===== config.mk =====
export PLATFORM = sky130hd
export DESIGN_NAME = fir_mac_ctrl_flat
export DESIGN_NICKNAME = d
export VERILOG_FILES = /design/src/rtl/fir_mac_ctrl_if.sv /design/src/rtl/fir_mac_ctrl.sv /design/src/flat_wrapper.sv
export SDC_FILE = /design/constraint.sdc
export NUM_CORES = 1
export LEC_CHECK = 0
export CAP_MARGIN = 20
export CELL_PAD_IN_SITES_DETAIL_PLACEMENT = 1
export CELL_PAD_IN_SITES_GLOBAL_PLACEMENT = 2
export CORE_ASPECT_RATIO = 0.8
export CORE_MARGIN = 4
export CORE_UTILIZATION = 24
export DETAILED_ROUTE_END_ITERATION = 10
export PLACE_DENSITY_LB_ADDON = 0.1
export SLEW_MARGIN = 0
export SYNTH_ARGS = -nofsm -noshare
export SYNTH_HDL_FRONTEND = slang
export SYNTH_SLANG_ARGS = --single-unit

===== constraint.sdc =====
create_clock -name clk -period 4 [get_ports clk]
set_input_delay 0.6 -clock clk [delete_from_list [all_inputs] [get_ports clk]]
set_output_delay 0.6 -clock clk [all_outputs]
set_load 0.005 [all_outputs]

===== src/rtl/fir_mac_ctrl_if.sv =====
// Handshake and memory/MAC bus between fir_mac_ctrl (master) and its
// sample source, coefficient loader, RAMs and MAC (slave).
interface fir_mac_ctrl_if #(
  parameter int SIZE        = 43,
  parameter int SAMPLE_SIZE = 16,
  parameter int COEFF_SIZE  = 16
);
  localparam int AW = $clog2(SIZE);
  localparam int DW = SAMPLE_SIZE + COEFF_SIZE + 1;

  logic                   s_valid;
  logic [SAMPLE_SIZE-1:0] s_data;
  logic                   s_ready;
  logic                   c_valid;
  logic [COEFF_SIZE-1:0]  c_data;
  logic                   c_ready;
  logic                   mac_en;
  logic                   WE;
  logic                   c_WE;
  logic [COEFF_SIZE-1:0]  c_in;
  logic [AW-1:0]          c_addr;
  logic [AW-1:0]          wr_addr_0;
  logic [AW-1:0]          wr_addr_1;
  logic [AW-1:0]          rd_addr_0;
  logic [AW-1:0]          rd_addr_1;
  logic [SAMPLE_SIZE-1:0] mem_in_0;
  logic [DW-1:0]          mac_dout;
  logic [DW-1:0]          y_data;
  logic                   y_valid;
  logic                   busy;

  modport master (
    input  s_valid, s_data, c_valid, c_data, mac_dout,
    output s_ready, c_ready, mac_en, WE, c_WE, c_in, c_addr,
           wr_addr_0, wr_addr_1, rd_addr_0, rd_addr_1, mem_in_0,
           y_data, y_valid, busy
  );

  modport slave (
    output s_valid, s_data, c_valid, c_data, mac_dout,
    input  s_ready, c_ready, mac_en, WE, c_WE, c_in, c_addr,
           wr_addr_0, wr_addr_1, rd_addr_0, rd_addr_1, mem_in_0,
           y_data, y_valid, busy
  );
endinterface


===== src/rtl/fir_mac_ctrl.sv =====
// Sequencer for a symmetric 2*SIZE-tap FIR built from two delay-line RAMs and a MAC.
// Optional macro FIR_CTRL_COEFF_GUARD_EN blocks samples until a full coefficient set is loaded.
module fir_mac_ctrl #(
  parameter int SIZE        = 43,
  parameter int SAMPLE_SIZE = 16,
  parameter int COEFF_SIZE  = 16
) (
  input logic             clk,
  input logic             rst,
  fir_mac_ctrl_if.master  bus
);
  localparam int AW = $clog2(SIZE);
  localparam int DW = SAMPLE_SIZE + COEFF_SIZE + 1;
  localparam logic [AW-1:0] LAST   = AW'(SIZE - 1);
  localparam logic [AW-1:0] ZERO   = {AW{1'b0}};
  localparam logic [AW-1:0] ONE    = AW'(1);
  localparam logic [AW:0]   SIZE_W = (AW+1)'(SIZE);
  localparam logic [AW:0]   ONE_W  = (AW+1)'(1);

  typedef enum logic [2:0] {
    IDLE  = 3'd0,
    WRITE = 3'd1,
    CLR   = 3'd2,
    CALC  = 3'd3,
    OUT   = 3'd4
  } state_t;

  state_t                 state_r, state_nxt_s;
  logic [AW-1:0]          ptr_r, k_r, load_cnt_r;
  logic [SAMPLE_SIZE-1:0] sample_r;
  logic [DW-1:0]          y_data_r;
  logic                   y_valid_r;
  logic                   coeff_ok_s;
  logic                   s_acc_s, c_acc_s;
  logic [AW:0]            ptr_w_s, k_w_s, rd0_s, rd1_s;

  logic                   s_ready_s, c_ready_s, mac_en_s, we_s, c_we_s, busy_s;
  logic [COEFF_SIZE-1:0]  c_in_s;
  logic [AW-1:0]          c_addr_s, wr_addr_0_s, wr_addr_1_s, rd_addr_0_s, rd_addr_1_s;
  logic [SAMPLE_SIZE-1:0] mem_in_0_s;

`ifdef FIR_CTRL_COEFF_GUARD_EN
  logic coeff_loaded_r;

  // Sticky flag: set once the load counter wraps after a full coefficient set
  always_ff @(posedge clk) begin
    if (!rst) begin
      coeff_loaded_r <= 1'b0;
    end else if (c_acc_s && (load_cnt_r == LAST)) begin
      coeff_loaded_r <= 1'b1;
    end else begin
      coeff_loaded_r <= coeff_loaded_r;
    end
  end

  assign coeff_ok_s = coeff_loaded_r;
`else
  assign coeff_ok_s = 1'b1;
`endif

  assign ptr_w_s = {1'b0, ptr_r};
  assign k_w_s   = {1'b0, k_r};

  // Circular read addresses: newest-to-oldest in RAM 0, oldest-to-newest in RAM 1
  always_comb begin
    if (ptr_w_s >= k_w_s) begin
      rd0_s = ptr_w_s - k_w_s;
    end else begin
      rd0_s = ptr_w_s + SIZE_W - k_w_s;
    end
    rd1_s = ptr_w_s + k_w_s + ONE_W;
    if (rd1_s >= SIZE_W) begin
      rd1_s = rd1_s - SIZE_W;
    end else begin
      rd1_s = rd1_s;
    end
  end

  // State register
  always_ff @(posedge clk) begin
    if (!rst) begin
      state_r <= IDLE;
    end else begin
      state_r <= state_nxt_s;
    end
  end

  // Next-state decode and per-state strobes/addresses
  always_comb begin
    state_nxt_s = state_r;
    s_ready_s   = 1'b0;
    c_ready_s   = 1'b0;
    s_acc_s     = 1'b0;
    c_acc_s     = 1'b0;
    mac_en_s    = 1'b0;
    we_s        = 1'b0;
    c_we_s      = 1'b0;
    busy_s      = 1'b0;
    c_in_s      = {COEFF_SIZE{1'b0}};
    c_addr_s    = ZERO;
    wr_addr_0_s = ZERO;
    wr_addr_1_s = ZERO;
    rd_addr_0_s = ZERO;
    rd_addr_1_s = ZERO;
    mem_in_0_s  = {SAMPLE_SIZE{1'b0}};
    case (state_r)
      IDLE: begin
        c_ready_s = 1'b1;
        s_ready_s = ~bus.c_valid & coeff_ok_s;
        c_acc_s   = bus.c_valid;
        s_acc_s   = bus.s_valid & s_ready_s;
        if (c_acc_s) begin
          c_we_s   = 1'b1;
          c_addr_s = load_cnt_r;
          c_in_s   = bus.c_data;
        end else begin
          c_we_s   = 1'b0;
        end
        if (s_acc_s) begin
          state_nxt_s = WRITE;
        end else begin
          state_nxt_s = IDLE;
        end
      end
      WRITE: begin
        busy_s      = 1'b1;
        mac_en_s    = 1'b1;
        we_s        = 1'b1;
        wr_addr_0_s = ptr_r;
        wr_addr_1_s = ptr_r;
        rd_addr_0_s = ptr_r;
        mem_in_0_s  = sample_r;
        state_nxt_s = CLR;
      end
      CLR: begin
        busy_s      = 1'b1;
        mac_en_s    = 1'b1;
        state_nxt_s = CALC;
      end
      CALC: begin
        busy_s      = 1'b1;
        mac_en_s    = 1'b1;
        c_addr_s    = k_r;
        rd_addr_0_s = rd0_s[AW-1:0];
        rd_addr_1_s = rd1_s[AW-1:0];
        if (k_r == LAST) begin
          state_nxt_s = OUT;
        end else begin
          state_nxt_s = CALC;
        end
      end
      OUT: begin
        busy_s      = 1'b1;
        state_nxt_s = IDLE;
      end
      default: begin
        state_nxt_s = IDLE;
      end
    endcase
  end

  // Head pointer, tap counter, coefficient load counter, sample and result registers
  always_ff @(posedge clk) begin
    if (!rst) begin
      ptr_r      <= ZERO;
      k_r        <= ZERO;
      load_cnt_r <= ZERO;
      sample_r   <= {SAMPLE_SIZE{1'b0}};
      y_data_r   <= {DW{1'b0}};
      y_valid_r  <= 1'b0;
    end else begin
      y_valid_r <= (state_r == OUT);
      if (state_r == OUT) begin
        y_data_r <= bus.mac_dout;
        ptr_r    <= (ptr_r == LAST) ? ZERO : ptr_r + ONE;
      end
      if (state_r == CALC) begin
        k_r <= (k_r == LAST) ? ZERO : k_r + ONE;
      end else begin
        k_r <= ZERO;
      end
      if (c_acc_s) begin
        load_cnt_r <= (load_cnt_r == LAST) ? ZERO : load_cnt_r + ONE;
      end
      if (s_acc_s) begin
        sample_r <= bus.s_data;
      end
    end
  end

  assign bus.s_ready   = s_ready_s;
  assign bus.c_ready   = c_ready_s;
  assign bus.mac_en    = mac_en_s;
  assign bus.WE        = we_s;
  assign bus.c_WE      = c_we_s;
  assign bus.c_in      = c_in_s;
  assign bus.c_addr    = c_addr_s;
  assign bus.wr_addr_0 = wr_addr_0_s;
  assign bus.wr_addr_1 = wr_addr_1_s;
  assign bus.rd_addr_0 = rd_addr_0_s;
  assign bus.rd_addr_1 = rd_addr_1_s;
  assign bus.mem_in_0  = mem_in_0_s;
  assign bus.y_data    = y_data_r;
  assign bus.y_valid   = y_valid_r;
  assign bus.busy      = busy_s;
endmodule


===== src/flat_wrapper.sv =====
// flat-port wrapper written by rule: the top's interface ports become plain ports
module fir_mac_ctrl_flat 
#(
  parameter int SIZE        = 43,
  parameter int SAMPLE_SIZE = 16,
  parameter int COEFF_SIZE  = 16
)
  (clk, rst, bus_s_valid, bus_s_data, bus_c_valid, bus_c_data, bus_mac_dout, bus_s_ready, bus_c_ready, bus_mac_en, bus_WE, bus_c_WE, bus_c_in, bus_c_addr, bus_wr_addr_0, bus_wr_addr_1, bus_rd_addr_0, bus_rd_addr_1, bus_mem_in_0, bus_y_data, bus_y_valid, bus_busy);
  fir_mac_ctrl_if #(.SIZE(SIZE), .SAMPLE_SIZE(SAMPLE_SIZE), .COEFF_SIZE(COEFF_SIZE)) bus_i ();
  input logic clk;
  input logic rst;
  input wire logic [$bits(bus_i.s_valid)-1:0] bus_s_valid;
  input wire logic [$bits(bus_i.s_data)-1:0] bus_s_data;
  input wire logic [$bits(bus_i.c_valid)-1:0] bus_c_valid;
  input wire logic [$bits(bus_i.c_data)-1:0] bus_c_data;
  input wire logic [$bits(bus_i.mac_dout)-1:0] bus_mac_dout;
  output wire logic [$bits(bus_i.s_ready)-1:0] bus_s_ready;
  output wire logic [$bits(bus_i.c_ready)-1:0] bus_c_ready;
  output wire logic [$bits(bus_i.mac_en)-1:0] bus_mac_en;
  output wire logic [$bits(bus_i.WE)-1:0] bus_WE;
  output wire logic [$bits(bus_i.c_WE)-1:0] bus_c_WE;
  output wire logic [$bits(bus_i.c_in)-1:0] bus_c_in;
  output wire logic [$bits(bus_i.c_addr)-1:0] bus_c_addr;
  output wire logic [$bits(bus_i.wr_addr_0)-1:0] bus_wr_addr_0;
  output wire logic [$bits(bus_i.wr_addr_1)-1:0] bus_wr_addr_1;
  output wire logic [$bits(bus_i.rd_addr_0)-1:0] bus_rd_addr_0;
  output wire logic [$bits(bus_i.rd_addr_1)-1:0] bus_rd_addr_1;
  output wire logic [$bits(bus_i.mem_in_0)-1:0] bus_mem_in_0;
  output wire logic [$bits(bus_i.y_data)-1:0] bus_y_data;
  output wire logic [$bits(bus_i.y_valid)-1:0] bus_y_valid;
  output wire logic [$bits(bus_i.busy)-1:0] bus_busy;
  assign bus_i.s_valid = bus_s_valid;
  assign bus_i.s_data = bus_s_data;
  assign bus_i.c_valid = bus_c_valid;
  assign bus_i.c_data = bus_c_data;
  assign bus_i.mac_dout = bus_mac_dout;
  assign bus_s_ready = bus_i.s_ready;
  assign bus_c_ready = bus_i.c_ready;
  assign bus_mac_en = bus_i.mac_en;
  assign bus_WE = bus_i.WE;
  assign bus_c_WE = bus_i.c_WE;
  assign bus_c_in = bus_i.c_in;
  assign bus_c_addr = bus_i.c_addr;
  assign bus_wr_addr_0 = bus_i.wr_addr_0;
  assign bus_wr_addr_1 = bus_i.wr_addr_1;
  assign bus_rd_addr_0 = bus_i.rd_addr_0;
  assign bus_rd_addr_1 = bus_i.rd_addr_1;
  assign bus_mem_in_0 = bus_i.mem_in_0;
  assign bus_y_data = bus_i.y_data;
  assign bus_y_valid = bus_i.y_valid;
  assign bus_busy = bus_i.busy;
  fir_mac_ctrl #(.SIZE(SIZE), .SAMPLE_SIZE(SAMPLE_SIZE), .COEFF_SIZE(COEFF_SIZE)) u_core (.clk(clk), .rst(rst), .bus(bus_i));
endmodule

==> impl_metrics.env, run 1 <==
export IMPL_clock_latency_ns=0.33
export IMPL_fin_skew_ns=0.00643
export IMPL_yosysTopAreaCellShare_pct=33.0
export IMPL_routed_via_density=4.60
export IMPL_p_clk_share_pct=45.0
export IMPL_drt_total_wl_um=15700
export IMPL_nets=799
export IMPL_gp_congestion=0.802
export IMPL_dpl_hpwl_um=12000
export IMPL_critical_path_max_stage_delay_ns=0.52
export IMPL_setup_tns_ns=0
export IMPL_power_switching_uw=407
export IMPL_final_core_util_pct=38.1
export IMPL_synth_async_reset_ratio_pct=0
export IMPL_root_buffer="clkbuf_16"
export IMPL_first_pass_iters=4
export IMPL_critPathTopFamily="compound AO/OA/AOI/OAI gates"
export IMPL_dieArea_um2=20200
export IMPL_place_area_um2=6270
export IMPL_grt_overflow=0
export IMPL_seq_power_share_pct=42.7
export IMPL_cp_max_fo=5
export IMPL_hp_class="reg2reg"
export IMPL_postSynthAreaPerCell_um2=8.12
export IMPL_cts_hold_buffers=0
export IMPL_period_share_pct=95.2
export IMPL_ys_ff_latch=71
export IMPL_combinationalPowerShare_pct=12.3
export IMPL_cap_violations=0
export IMPL_hold_depth=2
export IMPL_start_util_pct=24.7
export IMPL_period_minus_slack_ns=3.81
export IMPL_cp_arrival_ns=3.21
export IMPL_power_density_nw_per_um2=256
export IMPL_relSlewSlack_pct=50.5
export IMPL_max_freq_ghz=0.263
export IMPL_p_leak_uw=0.00254
export IMPL_status="complete, no violations"
export IMPL_path_buf_inv=3
export IMPL_syn_area_um2=4310
export IMPL_cts_tree="yes"
export IMPL_finalSetupViolCount=0
export IMPL_report_final_slew_viol_count=0
export IMPL_numCtsBuffers=9
export IMPL_diodes=0
export IMPL_wire_per_inst_um=17.0
export IMPL_r2r_end="u_core.ptr_r[5]$_SDFFE_PN0P_"
export IMPL_sw_frac_of_total_pct=23.8
export IMPL_internal_power_uw=1300
export IMPL_crit_chain="inv_4, ha_4, fa_2, inv_2, ha_4, nor2_1, a221o_1, a211oi_4, a21oi_1, nor3b_2, clkdlybuf4s50_1"
export IMPL_drc=0
export IMPL_yosysTopAreaCell="dfxtp_1"
export IMPL_cts_clk_slew_worst_paths_ns=0.06
export IMPL_synth_area_top_cells="dfxtp_1 (33%), nand2_1 (10%), a21boi_0 (8.5%), ha_1 (7.5%), and2_1 (3.5%)"
export IMPL_die_height_um=128
export IMPL_r2r_start="u_core.state_r[1]$_SDFF_PN0_"
export IMPL_rsz0062_at_grt="false"
export IMPL_synth_edff_count=0
export IMPL_drive_gt1_share_pct=9.09
export IMPL_synthFlopType="dfxtp_1"
export IMPL_antenna_found_initial=0
export IMPL_synth_cell_types=56
export IMPL_drtIter0Drc=203
export IMPL_rr_worst_depth=6
export IMPL_design_area_um2=6660
export IMPL_worst_slew_pin_transition_ns=0.736
export IMPL_vias=4273
export IMPL_design_core_area_um2=17500
export IMPL_hp_start="u_core.sample_r[14]$_SDFFE_PN0P_"
export IMPL_syn_instance_count=531
export IMPL_grt_max_degree=40
export IMPL_grt_usage_pct=15.1
export IMPL_ir_drop_uv=190
export IMPL_ant_nets=0
export IMPL_grt_pass1_vias=4283
export IMPL_core_rowCount=43
export IMPL_syn_to_final_growth_pct=54.4
export IMPL_cts_buffer_depth=2
export IMPL_pin_count=171
export IMPL_startpoint_type="register"
export IMPL_dieWidth_um=158
export IMPL_r2r_slack_ns=1.79
export IMPL_ys_seq_area_share_pct=33.0
export IMPL_cts_sinks=71
export IMPL_syn_num_nets=631
export IMPL_worst_ep_required_time_ns=3.40
export IMPL_worst_setup_path_end_kind="output port"
export IMPL_htreeDepth=3
export IMPL_grt_pass1_wl_um=24000
export IMPL_hold_ws_ns=0.456
export IMPL_ys_warn_count=0
export IMPL_hold_end="u_core.sample_r[14]$_SDFFE_PN0P_"
export IMPL_final_hold_viol_count=0
export IMPL_io_buffers=170
export IMPL_critPathSlowestCell="clkdlybuf4s50_1"
export IMPL_path_class="reg2out"
export IMPL_crit_top_cell="ha_4"
-- layout make-up --
class	instances	area (um^2)
Tap cell	225	282
Timing Repair Buffer	188	1840
Sequential cell	71	1430
Inverter	28	108
Multi-Input combinational cell	401	2720
Clock buffer	11	253
Fill cell	2061	10800
Clock inverter	5	32.5
-- cells in the final DEF, fill, tap and decap left out, types with 3 or more instances in the layout --
master	instances
clkdlybuf4s50_1	169
nand2_1	119
dfxtp_1	70
a21boi_0	49
nor2_1	29
and2_1	24
inv_1	23
ha_1	21
and3_1	18
buf_4	17
xnor2_1	16
a21oi_1	12
a21o_1	10
o21ai_0	9
clkbuf_16	9
nand3_1	8
xor2_1	7
mux2i_1	6
nor3_1	5
o211ai_1	4
nand4_1	4
fa_1	4
inv_2	3
o21ba_2	3
or3_1	3
ha_4	3
clkinvlp_4	3
-- cells in the mapped netlist (3+ instances only) --
library cell and n:
nand2_1 119, buf_4 6, nor3_1 5, o21ai_0 9
and2_1 24, clkbuf_1 17, dfxtp_1 71, a21oi_1 12
nand3_1 8, nand4_1 4, or3_1 3, mux2i_1 6
ha_1 26, xor2_1 7, o2111ai_1 3, o211ai_1 4
and3_1 18, nor4_1 3, nor2_1 29, a21boi_0 49
xnor2_1 17, fa_1 5, inv_1 27, a21o_1 10
buf_2 5, o21ba_2 3
-- power by group through the flow --
stage               registers (uW)  clock network, uW  logic [uW]
finish                         729                767         210
detailed placement             745                  0         212
global route                   730                834         230
global placement               744                  0         211
floorplan                      742                  0        71.3
CTS                            729                804         214
-- cell families after synthesis --
kind of cell / synth area share [%]
flops: 33.0
compound gates: 19.4
buf+inv: 5.98
xor+xnor: 5.51
fa+ha+maj: 9.86
mux: 1.39
simple gates: 24.9
-- how the worst max path moves through the flow --
stage | slack (ns) | to | start | depth (start not counted)
2_1_floorplan | 0.88 | bus_rd_addr_1[4] | u_core.ptr_r[0]$_SDFFE_PN0P_ | 10
3_3_place_gp | 0.22 | bus_rd_addr_1[4] | u_core.k_r[0]$_SDFF_PP0_ | 11
3_5_place_dp | 0.12 | bus_rd_addr_1[4] | u_core.k_r[0]$_SDFF_PP0_ | 11
4_1_cts | 0.0007 | bus_rd_addr_1[4] | u_core.k_r[0]$_SDFF_PP0_ | 12
5_1_grt | 0.009 | bus_rd_addr_1[1] | u_core.k_r[2]$_SDFF_PP0_ | 9
6_report | 0.19 | bus_rd_addr_1[4] | u_core.k_r[0]$_SDFF_PP0_ | 11
-- registers in the layout, summed over array words and instances (netlist names) --
name,flops
u_core.ptr_r,6
u_core.k_r,6
u_core.sample_r,16
u_core.bus.y_data,33
u_core.bus.y_valid,1
u_core.load_cnt_r,6
u_core.state_r,3
-- metrics by stage --
stage	worst slack (ns)	cells	power, uW
after CTS	0.000709	928	1750
after global routing	0.00896	929	1790
after global placement	0.219	911	955
after detailed placement	0.122	911	956
final	0.191	929	1710
after floorplan	0.878	531	813
-- timing repair --
action                                  CTS  global route
resized for setup                         6            17
buffers inserted                          1             1
pin swaps                                 2             2
endpoints found under the hold margin     0             0
endpoints found under the setup margin    6            11
-- routing by layer --
metal  part of all wire [%]  vias to the layer above  wire length (um)  global-route usage [%]
li1                       -                     2108                 -                       -
met1                     48                     2031              7620                    20.8
met2                     45                      126              7060                    24.1
met3                    6.2                        8               970                    3.78
met4                   0.65                        0               103                    2.88
met5                      0                        -                 0                       0
-- worst min-delay path, cell delays in order (launching register included) --
cell and delay [ns]:
dfxtp_1 0.30, nand2_1 0.04, a21boi_0 0.06
(Power assumes the default switching activity.)
==> run 2: changes to the inputs <==
--- a/config.mk
+++ b/config.mk
@@ -13,6 +13,7 @@
 export CORE_UTILIZATION = 24
 export DETAILED_ROUTE_END_ITERATION = 10
 export PLACE_DENSITY_LB_ADDON = 0.1
+export SETUP_SLACK_MARGIN = 0.5
 export SLEW_MARGIN = 0
 export SYNTH_ARGS = -nofsm -noshare
 export SYNTH_HDL_FRONTEND = slang
==> run 2 against run 1 <==
Sequential cell count stayed put. Wire length increased by 3.3%. Design area is 5.2% higher. Die area stayed put. Global-route usage up 0.68 points. Worst setup slack improved by 0.25 ns. Combinational power about the same. Largest cell class unchanged. Largest power group unchanged.
==> impl_metrics.env, run 2 (same netlist as run 1, synthesis figures left out) <==
export IMPL_status="complete, no violations"
export IMPL_layout_cells_most_common="clkdlybuf4s50_1"
export IMPL_dieArea_um2=20200
export IMPL_cp_arrival_ns=2.96
export IMPL_design_core_area_um2=17500
export IMPL_grt_max_degree=40
export IMPL_critPathTopFamily="adder cells"
export IMPL_vias=4388
export IMPL_hold_depth=2
export IMPL_cp_max_fo=3
export IMPL_core_rowCount=43
export IMPL_relSlewSlack_pct=50.2
export IMPL_drive_gt1_share_pct=15.8
export IMPL_grt_usage_pct=15.8
export IMPL_routed_via_density=4.60
export IMPL_nets=824
export IMPL_r2r_slack_ns=1.79
export IMPL_largest_register_ff_count=33
export IMPL_critical_path_max_stage_delay_ns=0.48
export IMPL_cts_clk_slew_worst_paths_ns=0.06
export IMPL_worst_ep_required_time_ns=3.40
export IMPL_wire_per_inst_um=17.1
export IMPL_pin_count=171
export IMPL_syn_to_final_growth_pct=62.5
export IMPL_clock_latency_ns=0.33
export IMPL_ant_nets=0
export IMPL_cts_tree="yes"
export IMPL_crit_cells=14
export IMPL_place_ws_ns=0.122
export IMPL_diodes=0
export IMPL_drtIter0Drc=181
export IMPL_rr_worst_depth=6
export IMPL_drt_total_wl_um=16300
export IMPL_ir_drop_uv=190
export IMPL_htreeDepth=3
export IMPL_final_hold_viol_count=0
export IMPL_setup_tns_ns=0
export IMPL_critPathSlowestCell="fa_2"
export IMPL_max_freq_ghz=0.281
export IMPL_cts_buffer_depth=2
export IMPL_gp_congestion=0.802
export IMPL_p_leak_uw=0.00270
export IMPL_hp_class="reg2reg"
export IMPL_worst_slew_pin_transition_ns=0.741
export IMPL_grt_pass1_wl_um=25200
export IMPL_r2r_start="u_core.state_r[1]$_SDFF_PN0_"
export IMPL_path_buf_inv=6
export IMPL_final_cell_mix="clkdlybuf4s50_1 (163), nand2_1 (118), dfxtp_1 (66)"
export IMPL_cts_hold_buffers=0
export IMPL_placed_cells=911
export IMPL_die_height_um=128
export IMPL_worst_setup_path_end_kind="output port"
export IMPL_r2r_end="u_core.ptr_r[5]$_SDFFE_PN0P_"
export IMPL_finalSetupViolCount=0
export IMPL_period_minus_slack_ns=3.56
export IMPL_grt_overflow=0
export IMPL_numCtsBuffers=9
export IMPL_cts_sinks=71
export IMPL_antenna_found_initial=0
export IMPL_drc=0
export IMPL_final_core_util_pct=40.1
export IMPL_hold_end="u_core.sample_r[14]$_SDFFE_PN0P_"
export IMPL_startpoint_type="register"
export IMPL_power_density_nw_per_um2=244
export IMPL_period_share_pct=89.0
export IMPL_crit_chain="inv_6, ha_4, fa_2, inv_4, ha_4, nor2_2, a221o_1, buf_6, a211oi_4, buf_4, buf_6, xnor2_2, nor2_1, buf_2"
export IMPL_rsz0062_at_grt="true"
export IMPL_report_final_slew_viol_count=0
export IMPL_start_util_pct=24.7
export IMPL_grt_pass1_vias=4466
export IMPL_layoutNonFillerInstCount=954
export IMPL_fin_skew_ns=0.00633
export IMPL_fin_ws_ns=0.440
export IMPL_path_class="reg2out"
export IMPL_first_pass_iters=4
export IMPL_dpl_hpwl_um=12000
export IMPL_power_total_uw=1710
export IMPL_cap_violations=0
export IMPL_hp_start="u_core.sample_r[14]$_SDFFE_PN0P_"
export IMPL_dieWidth_um=158
export IMPL_io_buffers=170
export IMPL_root_buffer="clkbuf_16"
run 2: cell types whose count changed in the layout (fill, tap and decap cells not counted), moves of 3 or more:
cell	previous run	this run
buf_4	17	39
clkdlybuf4s50_1	169	163
dfxtp_1	70	66
dfxtp_2	0	4
ha_4	3	7
buf_2	0	3
buf_6	1	4
ha_1	21	18
inv_1	23	20
run 2: worst min-delay path: cells and delay by family (launching register included):
kind            cells  cell delay, ns
compound gates      1            0.06
simple gates        1            0.04
flops               1            0.30
run 2: final cells by class:
| type | instances | area, um^2 |
|---|---|---|
| clock buffer | 11 | 253 |
| clock inverter | 5 | 32.5 |
| fill | 2039 | 10500 |
| inverter | 28 | 118 |
| multi-input combinational | 401 | 2880 |
| sequential | 71 | 1430 |
| tap | 225 | 282 |
| timing repair buffer | 213 | 2020 |
run 2: metrics by stage:
step / area [um^2] / hold slack, ns
final: 7010 / 0.456
after global routing: 7010 / 0.477
after CTS: 6890 / 0.462
after detailed placement: 6270 / 0.454
after global placement: 6270 / 0.446
after floorplan: 4310 / 0.433
run 2: how the worst max path moves through the flow:
stage,startpoint,to
floorplan,u_core.ptr_r[0]$_SDFFE_PN0P_,bus_rd_addr_1[4]
global placement,u_core.k_r[0]$_SDFF_PP0_,bus_rd_addr_1[4]
CTS,u_core.k_r[0]$_SDFF_PP0_,bus_rd_addr_1[4]
finish,u_core.k_r[0]$_SDFF_PP0_,bus_rd_addr_1[0]
detailed placement,u_core.k_r[0]$_SDFF_PP0_,bus_rd_addr_1[4]
global route,u_core.k_r[0]$_SDFF_PP0_,bus_rd_addr_1[0]
run 2: routing by layer:
| metal | track usage [%] | wire (um) | up-vias |
|---|---|---|---|
| li1 | - | - | 2161 |
| met1 | 21.3 | 7800 | 2099 |
| met2 | 25.9 | 7460 | 116 |
| met3 | 3.78 | 871 | 12 |
| met4 | 3.14 | 143 | 0 |
| met5 | 0 | 0 | - |
run 2: repair_timing:
| action | 4_1_cts | 5_1_grt |
|---|---|---|
| setup endpoints to repair | 12 | 12 |
| pin swaps | 13 | 16 |
| resized for setup | 65 | 15 |
| buffers inserted | 17 | 10 |
run 2: power breakdown:
part / total (uW) / switching, uW / internal, uW / leakage [uW]
registers: 729 / 10.1 / 719 / 0.000577
clock network: 767 / 316 / 451 / 0.000134
logic: 213 / 82.1 / 131 / 0.00199
==> run 3: changes to the inputs <==
--- a/config.mk
+++ b/config.mk
@@ -14,7 +14,9 @@
 export DETAILED_ROUTE_END_ITERATION = 10
 export PLACE_DENSITY_LB_ADDON = 0.1
 export SETUP_SLACK_MARGIN = 0.5
+export SKIP_LAST_GASP = 1
 export SLEW_MARGIN = 0
 export SYNTH_ARGS = -nofsm -noshare
 export SYNTH_HDL_FRONTEND = slang
 export SYNTH_SLANG_ARGS = --single-unit
+export TNS_END_PERCENT = 100
==> results of run 3 <==
Final layout, timing and power as in run 2 (identical DEF).
